===== config.mk =====
export PLATFORM = sky130hd
export DESIGN_NAME = adrv9009_hb_dec2
export DESIGN_NICKNAME = d
export VERILOG_FILES = /design/src/rtl/adrv9009_hb_dec2.sv
export SDC_FILE = /design/constraint.sdc
export NUM_CORES = 2
export LEC_CHECK = 0
export BUFFER_PORTS_ARGS = -buffer_cell sky130_fd_sc_hd__clkbuf_2
export CELL_PAD_IN_SITES_DETAIL_PLACEMENT = 0
export CELL_PAD_IN_SITES_GLOBAL_PLACEMENT = 1
export CORE_MARGIN = 5
export CORE_UTILIZATION = 56
export CTS_BUF_LIST = sky130_fd_sc_hd__clkbuf_8 sky130_fd_sc_hd__clkbuf_16
export CTS_CLUSTER_DIAMETER = 30
export DETAILED_ROUTE_END_ITERATION = 10
export PLACE_DENSITY_LB_ADDON = 0.2
export SYNTH_ARGS = -nofsm -noshare
export SYNTH_HDL_FRONTEND = slang
export SYNTH_SLANG_ARGS = --single-unit

===== constraint.sdc =====
create_clock -name clk -period 34.5 [get_ports clk]
set_clock_uncertainty 0.15 [all_clocks]
set_input_delay 5.175 -clock clk [delete_from_list [all_inputs] [get_ports clk]]
set_output_delay 5.175 -clock clk [all_outputs]
set_load 0.02 [all_outputs]

===== src/rtl/adrv9009_hb_dec2.sv =====
// Multi-channel half-band decimate-by-2 FIR for the ADRV9009 receive path: symmetric pre-add,
// round-half-up with saturation, sticky overflow and a per-sample bypass that keeps the same latency.
module adrv9009_hb_dec2 #(
  parameter int DATA_W = 16,
  parameter int COEF_W = 16,
  parameter int NTAPS  = 19,
  parameter int NCH    = 2,
  parameter logic [((NTAPS+1)/4)*COEF_W-1:0] COEFS =
    {16'sd104, -16'sd406, 16'sd1120, -16'sd2802, 16'sd10188},
  parameter int ACC_W  = 40
) (
  input  logic                  clk,
  input  logic                  reset,
  input  logic                  in_valid,
  input  logic [NCH*DATA_W-1:0] in_data,
  input  logic                  bypass,
  input  logic                  ovf_clear,
  output logic                  out_valid,
  output logic [NCH*DATA_W-1:0] out_data,
  output logic                  ovf
);

  localparam int NPAIR   = (NTAPS + 1) / 4;
  localparam int CENTRE  = (NTAPS - 1) / 2;
  localparam int PRE_W   = DATA_W + 1;
  localparam int PROD_W  = PRE_W + COEF_W;
  localparam int CPROD_W = DATA_W + COEF_W;

  localparam logic signed [CPROD_W-1:0] CENTRE_COEF = CPROD_W'(1) << (COEF_W - 2);
  localparam logic signed [ACC_W-1:0] ROUND_K =
    {{(ACC_W-COEF_W+1){1'b0}}, 1'b1, {(COEF_W-2){1'b0}}};
  localparam logic signed [ACC_W-1:0] SAT_MAX =
    {{(ACC_W-DATA_W+1){1'b0}}, {(DATA_W-1){1'b1}}};
  localparam logic signed [ACC_W-1:0] SAT_MIN =
    {{(ACC_W-DATA_W+1){1'b1}}, {(DATA_W-1){1'b0}}};

  // COEFS is written as a concatenation, so h0 sits in the most significant slot.
  function automatic logic signed [COEF_W-1:0] evenTap(input int j);
    return COEFS[(NPAIR-1-j)*COEF_W +: COEF_W];
  endfunction

  logic signed [DATA_W-1:0]  delayLine_q  [NCH][NTAPS];
  logic signed [PRE_W-1:0]   preSum_q     [NCH][NPAIR];
  logic signed [DATA_W-1:0]  centreTap_q  [NCH];
  logic signed [PROD_W-1:0]  prod_q       [NCH][NPAIR];
  logic signed [CPROD_W-1:0] centreProd_q [NCH];
  logic signed [ACC_W-1:0]   acc_q        [NCH];
  logic signed [ACC_W-1:0]   acc_d        [NCH];
  logic signed [ACC_W-1:0]   rounded      [NCH];

  logic                  phase_q, phase_d;
  logic [3:0]            fire_q;
  logic [3:0]            byp_q;
  logic [NCH*DATA_W-1:0] raw1_q, raw2_q, raw3_q;
  logic                  outValid_q;
  logic [NCH*DATA_W-1:0] outData_q, outData_d;
  logic                  ovf_q, ovf_d;
  logic                  satAny;

  // Bypass pins the phase to 0 so filtering always resumes on an even sample.
  always_comb begin
    phase_d = phase_q;
    if (in_valid) begin
      phase_d = bypass ? 1'b0 : ~phase_q;
    end
  end

  // Control path: per-stage valid tags travel alongside the data, so gaps never shift latency.
  always_ff @(posedge clk) begin
    if (reset) begin
      phase_q    <= 1'b0;
      fire_q     <= '0;
      byp_q      <= '0;
      outValid_q <= 1'b0;
      outData_q  <= '0;
      ovf_q      <= 1'b0;
    end else begin
      phase_q    <= phase_d;
      fire_q     <= {fire_q[2:0], in_valid & ~bypass & phase_q};
      byp_q      <= {byp_q[2:0], in_valid & bypass};
      outValid_q <= fire_q[3] | byp_q[3];
      outData_q  <= outData_d;
      ovf_q      <= ovf_d;
    end
  end

  // Datapath: delay line, pre-add, multiply and sum stages, one register each.
  always_ff @(posedge clk) begin
    if (reset) begin
      raw1_q <= '0;
      raw2_q <= '0;
      raw3_q <= '0;
      for (int c = 0; c < NCH; c++) begin
        for (int i = 0; i < NTAPS; i++) begin
          delayLine_q[c][i] <= '0;
        end
        for (int j = 0; j < NPAIR; j++) begin
          preSum_q[c][j] <= '0;
          prod_q[c][j]   <= '0;
        end
        centreTap_q[c]  <= '0;
        centreProd_q[c] <= '0;
        acc_q[c]        <= '0;
      end
    end else begin
      raw2_q <= raw1_q;
      raw3_q <= raw2_q;
      for (int c = 0; c < NCH; c++) begin
        if (in_valid) begin
          for (int i = NTAPS - 1; i > 0; i--) begin
            delayLine_q[c][i] <= delayLine_q[c][i-1];
          end
          delayLine_q[c][0] <= in_data[c*DATA_W +: DATA_W];
        end
        raw1_q[c*DATA_W +: DATA_W] <= delayLine_q[c][0];
        for (int j = 0; j < NPAIR; j++) begin
          preSum_q[c][j] <= PRE_W'(delayLine_q[c][2*j]) + PRE_W'(delayLine_q[c][NTAPS-1-2*j]);
          prod_q[c][j]   <= PROD_W'(preSum_q[c][j]) * PROD_W'(evenTap(j));
        end
        centreTap_q[c]  <= delayLine_q[c][CENTRE];
        centreProd_q[c] <= CPROD_W'(centreTap_q[c]) * CENTRE_COEF;
        acc_q[c]        <= acc_d[c];
      end
    end
  end

  always_comb begin
    for (int c = 0; c < NCH; c++) begin
      acc_d[c] = ACC_W'(centreProd_q[c]);
      for (int j = 0; j < NPAIR; j++) begin
        acc_d[c] = acc_d[c] + ACC_W'(prod_q[c][j]);
      end
    end
  end

  // Output stage: bypass samples skip rounding and saturation entirely.
  always_comb begin
    outData_d = outData_q;
    satAny    = 1'b0;
    for (int c = 0; c < NCH; c++) begin
      rounded[c] = (acc_q[c] + ROUND_K) >>> (COEF_W - 1);
      if (byp_q[3]) begin
        outData_d[c*DATA_W +: DATA_W] = raw3_q[c*DATA_W +: DATA_W];
      end else if (fire_q[3]) begin
        if (rounded[c] > SAT_MAX) begin
          outData_d[c*DATA_W +: DATA_W] = SAT_MAX[DATA_W-1:0];
          satAny = 1'b1;
        end else if (rounded[c] < SAT_MIN) begin
          outData_d[c*DATA_W +: DATA_W] = SAT_MIN[DATA_W-1:0];
          satAny = 1'b1;
        end else begin
          outData_d[c*DATA_W +: DATA_W] = rounded[c][DATA_W-1:0];
        end
      end
    end
    ovf_d = satAny | (ovf_q & ~ovf_clear);
  end

  assign out_valid = outValid_q;
  assign out_data  = outData_q;
  assign ovf       = ovf_q;

endmodule


# Yosys cells after proc, flatten, opt, wreduce, memory -nomap -nowiden
# Memories as Yosys holds them, arrays and structs flattened.
# Index checks and enable logic that the tools add are counted.
dict set report op_classes {
  n_addsub 22
  multipliers 10
  magnitude_cmp 4
  mux 87
  bitwise 73
  reduce_logical 1
}
# operator n
set ops {}
lappend ops {{$mux 16} 48}
lappend ops {{$add 16x16->17} 10}
lappend ops {{$mux 17} 10}
lappend ops {{$mux 32} 4}
lappend ops {{$add 40x16->40 const B} 2}
lappend ops {{$mux 40} 2}
lappend ops {{$add 37x33->38} 2}
lappend ops {{$add 36x33->37} 2}
lappend ops {{$add 35x33->36} 2}
lappend ops {{$add 34x33->35} 2}
lappend ops {{$add 32x33->34} 2}
lappend ops {{$or 1x1->1} 66}
lappend ops {{$mux 31} 2}
lappend ops {{$mul 17x13->30 const B} 2}
lappend ops {{$mux 30} 2}
lappend ops {{$mul 17x12->29 const B} 2}
lappend ops {{$mux 28} 2}
lappend ops {{$mul 17x9->26 const B} 2}
lappend ops {{$gt 25x16->1 const B} 2}
lappend ops {{$lt 25x16->1 const B} 2}
lappend ops {{$mul 17x7->24 const B} 2}
lappend ops {{$mul 17x5->22 const B} 2}
lappend ops {{$mux 18} 2}
lappend ops {{$mux 1} 15}
lappend ops {{3 further kinds} 8}
dict set report word_totals {
  reg_bits 139
  mem_bits_rw 1232
  in_bits 37
  out_inout_bits 34
  word_cells 212
  mem_count 6
}
# name words width read_ports rd_ports_with_merged_regs wr line
set memory_table {}
lappend memory_table {delayLine_q 2 304 2 0 2 42} ;# logic signed [DATA_W-1:0] delayLine_q [NCH][NTAPS];
lappend memory_table {prod_q 2 153 2 0 2 45} ;# logic signed [PROD_W-1:0] prod_q [NCH][NPAIR];
lappend memory_table {preSum_q 2 85 2 0 2 43} ;# logic signed [PRE_W-1:0] preSum_q [NCH][NPAIR];
lappend memory_table {acc_q 2 40 2 0 2 47} ;# logic signed [ACC_W-1:0] acc_q [NCH];
lappend memory_table {centreProd_q 2 18 2 0 2 46} ;# logic signed [CPROD_W-1:0] centreProd_q [NCH];
lappend memory_table {centreTap_q 2 16 2 0 2 44} ;# logic signed [DATA_W-1:0] centreTap_q [NCH];

# Logic depth before layout (Yosys ltp)
# An unclocked memory read counts as a cell.
dict set report logic_depth {
  word_depth 12
  depth_mapped 21
  depth_no_buf 21
}

# Worst setup path after synthesis
# OpenSTA, ideal clock, no wires.
dict set report synth_timing {
  kind {input to register}
  startpoint {input reset}
  endpoint {memory delayLine_q[0][0] (netlist name) (enable)}
  setup_time_ns 4.159
  arrival_time_ns 15.646
  t_required_ns 30.191
  setup_slack_ns 14.545
  cell_stages 5
  path_buffers 3
  cell_sequence {inv_1 clkbuf_1 clkbuf_1 buf_1 nand2_1}
}
# item line
set synth_lines {}
lappend synth_lines {{start: declaration} 13} ;# input logic reset,
lappend synth_lines {{end: declaration} 42}

==> flow_summary_export.csv <==
group,metric,value,unit
timing,rsz0062_at_grt,"no",
detailed_routing,wl,205000,um
yosys,ys_ff_latch,1291,
setup_path,cp_max_fo,145,
die,die_area,161000,um2
timing,setup_slack,25900,ps
grt,grt_pass1_wl,323000,um
yosys,yosysWarnings,0,
yosys,synthSimpleGateAreaFrac,13.1,%
yosys,yosysTopAreaCell,"edfxtp_1",
clocking,ctsResizeCount,0,
clocking,post_cts_buffers,0,
clocking,htreeDepth,5,
yosys,netlist_instances,8182,
timing,finalCriticalPeriod,8600,ps
place,dp_hpwl,154000,um
clocking,hold_buffers,0,
run_status,outcome,"completed",
yosys,syn-cell-area,85700,um2
die,die_y,401,um
grt,grt_usage,25.4,%
clocking,cts_buffer_depth,4,
yosys,syn_avg_cell_area,10.5,um2
detailed_routing,drc,0,
setup_path,worstSetupPathType,"input port to register",
detailed_routing,via_count,57200,
place,routabilityCongestion,0.884,
yosys,synthFlopType,"dfxtp_1",
yosys,synth_enable_flop_cells,592,
timing,hold_viol,0,
setup_path,rr_worst_depth,16,
layout,layout_common_cells,"1,589 x inv_1, 1,042 x ha_1, 699 x dfxtp_1",
setup_path,crit_required,34840,ps
grt,overflow,0,
detailed_routing,drtIter0Drc,4624,
layout,register_area,31800,um2
place,place_ws,25070,ps
timing,fin_crit_sh,24.9,%
hold_path,worst_hold_path_type,"register to register",
die,fp.dieW,401,um
detailed_routing,vias_per_cell,5.38,
die,initial_core_util,56.4,%
layout,layout_commonest_cell,"inv_1",
layout,drive_above_1_share,7.82,%
clocking,clock_sinks,1291,
hold_path,holdPathEnd,"centreProd_q[0][12]$_SDFF_PP0_",
layout,fin_nets,10100,
clocking,cts_tree,"done",
grt,grt_antenna_before_repair,22,
yosys,yosysTopAreaCellShare,20.7,%
yosys,synthMuxAreaShare,0.477,%
yosys,synth_xor_area_share,3.47,%
power,p_leak,48.8,nW
yosys,synthAdderAreaFrac,31.1,%
layout,areaGrowthSynthToFinish,15.1,%
clocking,clk_pin_slew,50,ps
setup_path,rr_endpoint,"prod_q[0][30]$_SDFF_PP0_",
detailed_routing,antenna_left,0,
clocking,clkLatencyLatePin,920,ps
layout,fillers,12000,
yosys,synth_nets,9943,
hold_path,min_path_cells,1,
layout,multi_input_area,47300,um2
setup_path,worstSetupEndpointType,"register",
yosys,yosys-top-cells-area,"edfxtp_1 21%, dfxtp_1 16%, fa_1 16%",
setup_path,reg2reg_from,"preSum_q[0][4]$_SDFF_PP0_",
yosys,async_flop_share,0,%
timing,worst_pin_slew,1220,ps
setup_path,start_kind,"input port",
clocking,root_buffer,"clkbuf_16",
timing,tns,0,ps
grt,grt_pass1_vias,57300,
die,rows,143,
detailed_routing,firstDrtPassIters,5,
timing,slew_headroom,18.6,%
die,core,152000,um2
yosys,synth_compound_area_share,7.03,%
detailed_routing,wire_per_inst,19.2,um
job,drv_cap,0,
power,powerDensity,95.5,nW/um2
timing,report.final.setup_viol,0,
yosys,synth_seq_area_share,37.1,%
setup_path,crit_arrival,8940,ps
hold_path,hp-start,"centreTap_q[0][12]$_SDFF_PP0_",
die,ios,71,
power,ir_drop,93.7,uV
grt,grt_max_degree,326,
place,io_buffers,70,
setup_path,r2r_slack,28320,ps
yosys,synth_top_family_by_area,"adder cells",
timing,slew_viol_final,0,
yosys,netlist-cell-type-count,99,
timing,max_freq,116,MHz
clocking,cts_buffers,306,
[per-layer routing]
| metal | GRT usage (%) | vias up | part of all wire [%] |
|---|---|---|---|
| met2 | 36.4 | 1602 | 42 |
| met3 | 5.51 | 272 | 7.8 |
| met5 | 0 | - | 0.011 |
| met4 | 5.78 | 4 | 1.8 |
| met1 | 39.4 | 27700 | 49 |
| li1 | - | 27600 | - |
[layout make-up]
| type | instances | area share [%] |
|---|---|---|
| Timing Repair Buffer | 95 | 0.616 |
| Clock buffer | 334 | 8.26 |
| Inverter | 1555 | 5.92 |
| Antenna cell | 7 | 0.0177 |
| Multi-Input combinational cell | 5116 | 47.9 |
| Tap cell | 2030 | 2.57 |
| Sequential cell | 1291 | 32.2 |
| Clock inverter | 206 | 2.48 |
[flip-flops by register name, indices dropped and copies added, names as in the netlist]
name          count
centreTap_q      32
acc_q            48
centreProd_q     32
ovf               1
fire_q            4
raw1_q           32
delayLine_q     608
out_data         32
raw2_q           32
byp_q             4
prod_q          262
preSum_q        170
raw3_q           32
out_valid         1
phase_q           1
[Yosys cell counts, types with 33 or more instances]
| master | number |
|---|---|
| nand2_1 | 206 |
| nor2b_1 | 278 |
| o21ai_0 | 168 |
| dfxtp_1 | 699 |
| clkbuf_1 | 207 |
| nand4_1 | 34 |
| edfxtp_1 | 592 |
| a211oi_1 | 47 |
| nand2b_1 | 36 |
| fa_1 | 682 |
| nor2_1 | 508 |
| a31oi_1 | 54 |
| xnor2_1 | 168 |
| and3_1 | 558 |
| xor2_1 | 172 |
| ha_1 | 1042 |
| inv_1 | 1555 |
| nor3_1 | 136 |
| a21oi_1 | 267 |
| a21o_1 | 101 |
| and2_1 | 77 |
| or3_1 | 60 |
| o21a_1 | 33 |
| nand3_1 | 101 |
[worst max-delay path, cell delays in order]
cell	delay [ps]
buf_8	500
inv_1	680
nand2_4	640
buf_4	820
buf_4	900
[metrics by stage]
stage | utilization (%) | area [um2] | std cells | hold slack (ps) | power (mW)
global placement | 57.9 | 88100 | 10100 | 270 | 6.38
CTS | 64.9 | 98700 | 10600 | 281 | 9.48
floorplan | - | 85700 | 8182 | 264 | 5.29
finish | 64.9 | 98700 | 10600 | 277 | 9.43
global route | 64.9 | 98700 | 10600 | 293 | 10.2
detailed placement | 57.9 | 88100 | 10100 | 270 | 6.44
[report_power, final]
group	switching, mW	total, mW	internal [mW]
clock	0.892	2.95	2.06
sequential	0.176	2.01	1.83
combinational	2.64	4.47	1.82
[worst max path at each step]
| stage | slack (ps) | from | to | cells after the start |
|---|---|---|---|---|
| after floorplan | 14550 | reset | delayLine_q[0][0]$_DFFE_PP_ | 5 |
| after global placement | 25180 | in_valid | delayLine_q[1][290]$_DFFE_PP_ | 5 |
| final | 25900 | in_valid | delayLine_q[0][15]$_DFFE_PP_ | 5 |
| after CTS | 26030 | in_valid | delayLine_q[0][253]$_SDFFCE_PN0P_ | 5 |
| after global routing | 25700 | in_valid | delayLine_q[0][15]$_DFFE_PP_ | 5 |
| after detailed placement | 25070 | in_valid | delayLine_q[1][290]$_DFFE_PP_ | 5 |
[cells by family after synthesis]
| family | count (synthesis) |
|---|---|
| and+or+nand+nor | 2098 |
| buffers and inverters | 1775 |
| adders and majority gates | 1724 |
| DFF | 1291 |
| AOI/OAI and AO/OA | 915 |
| xor gates and xnor gates | 340 |
| muxes | 39 |
No activity file was read; power rests on OpenSTA's default activity.
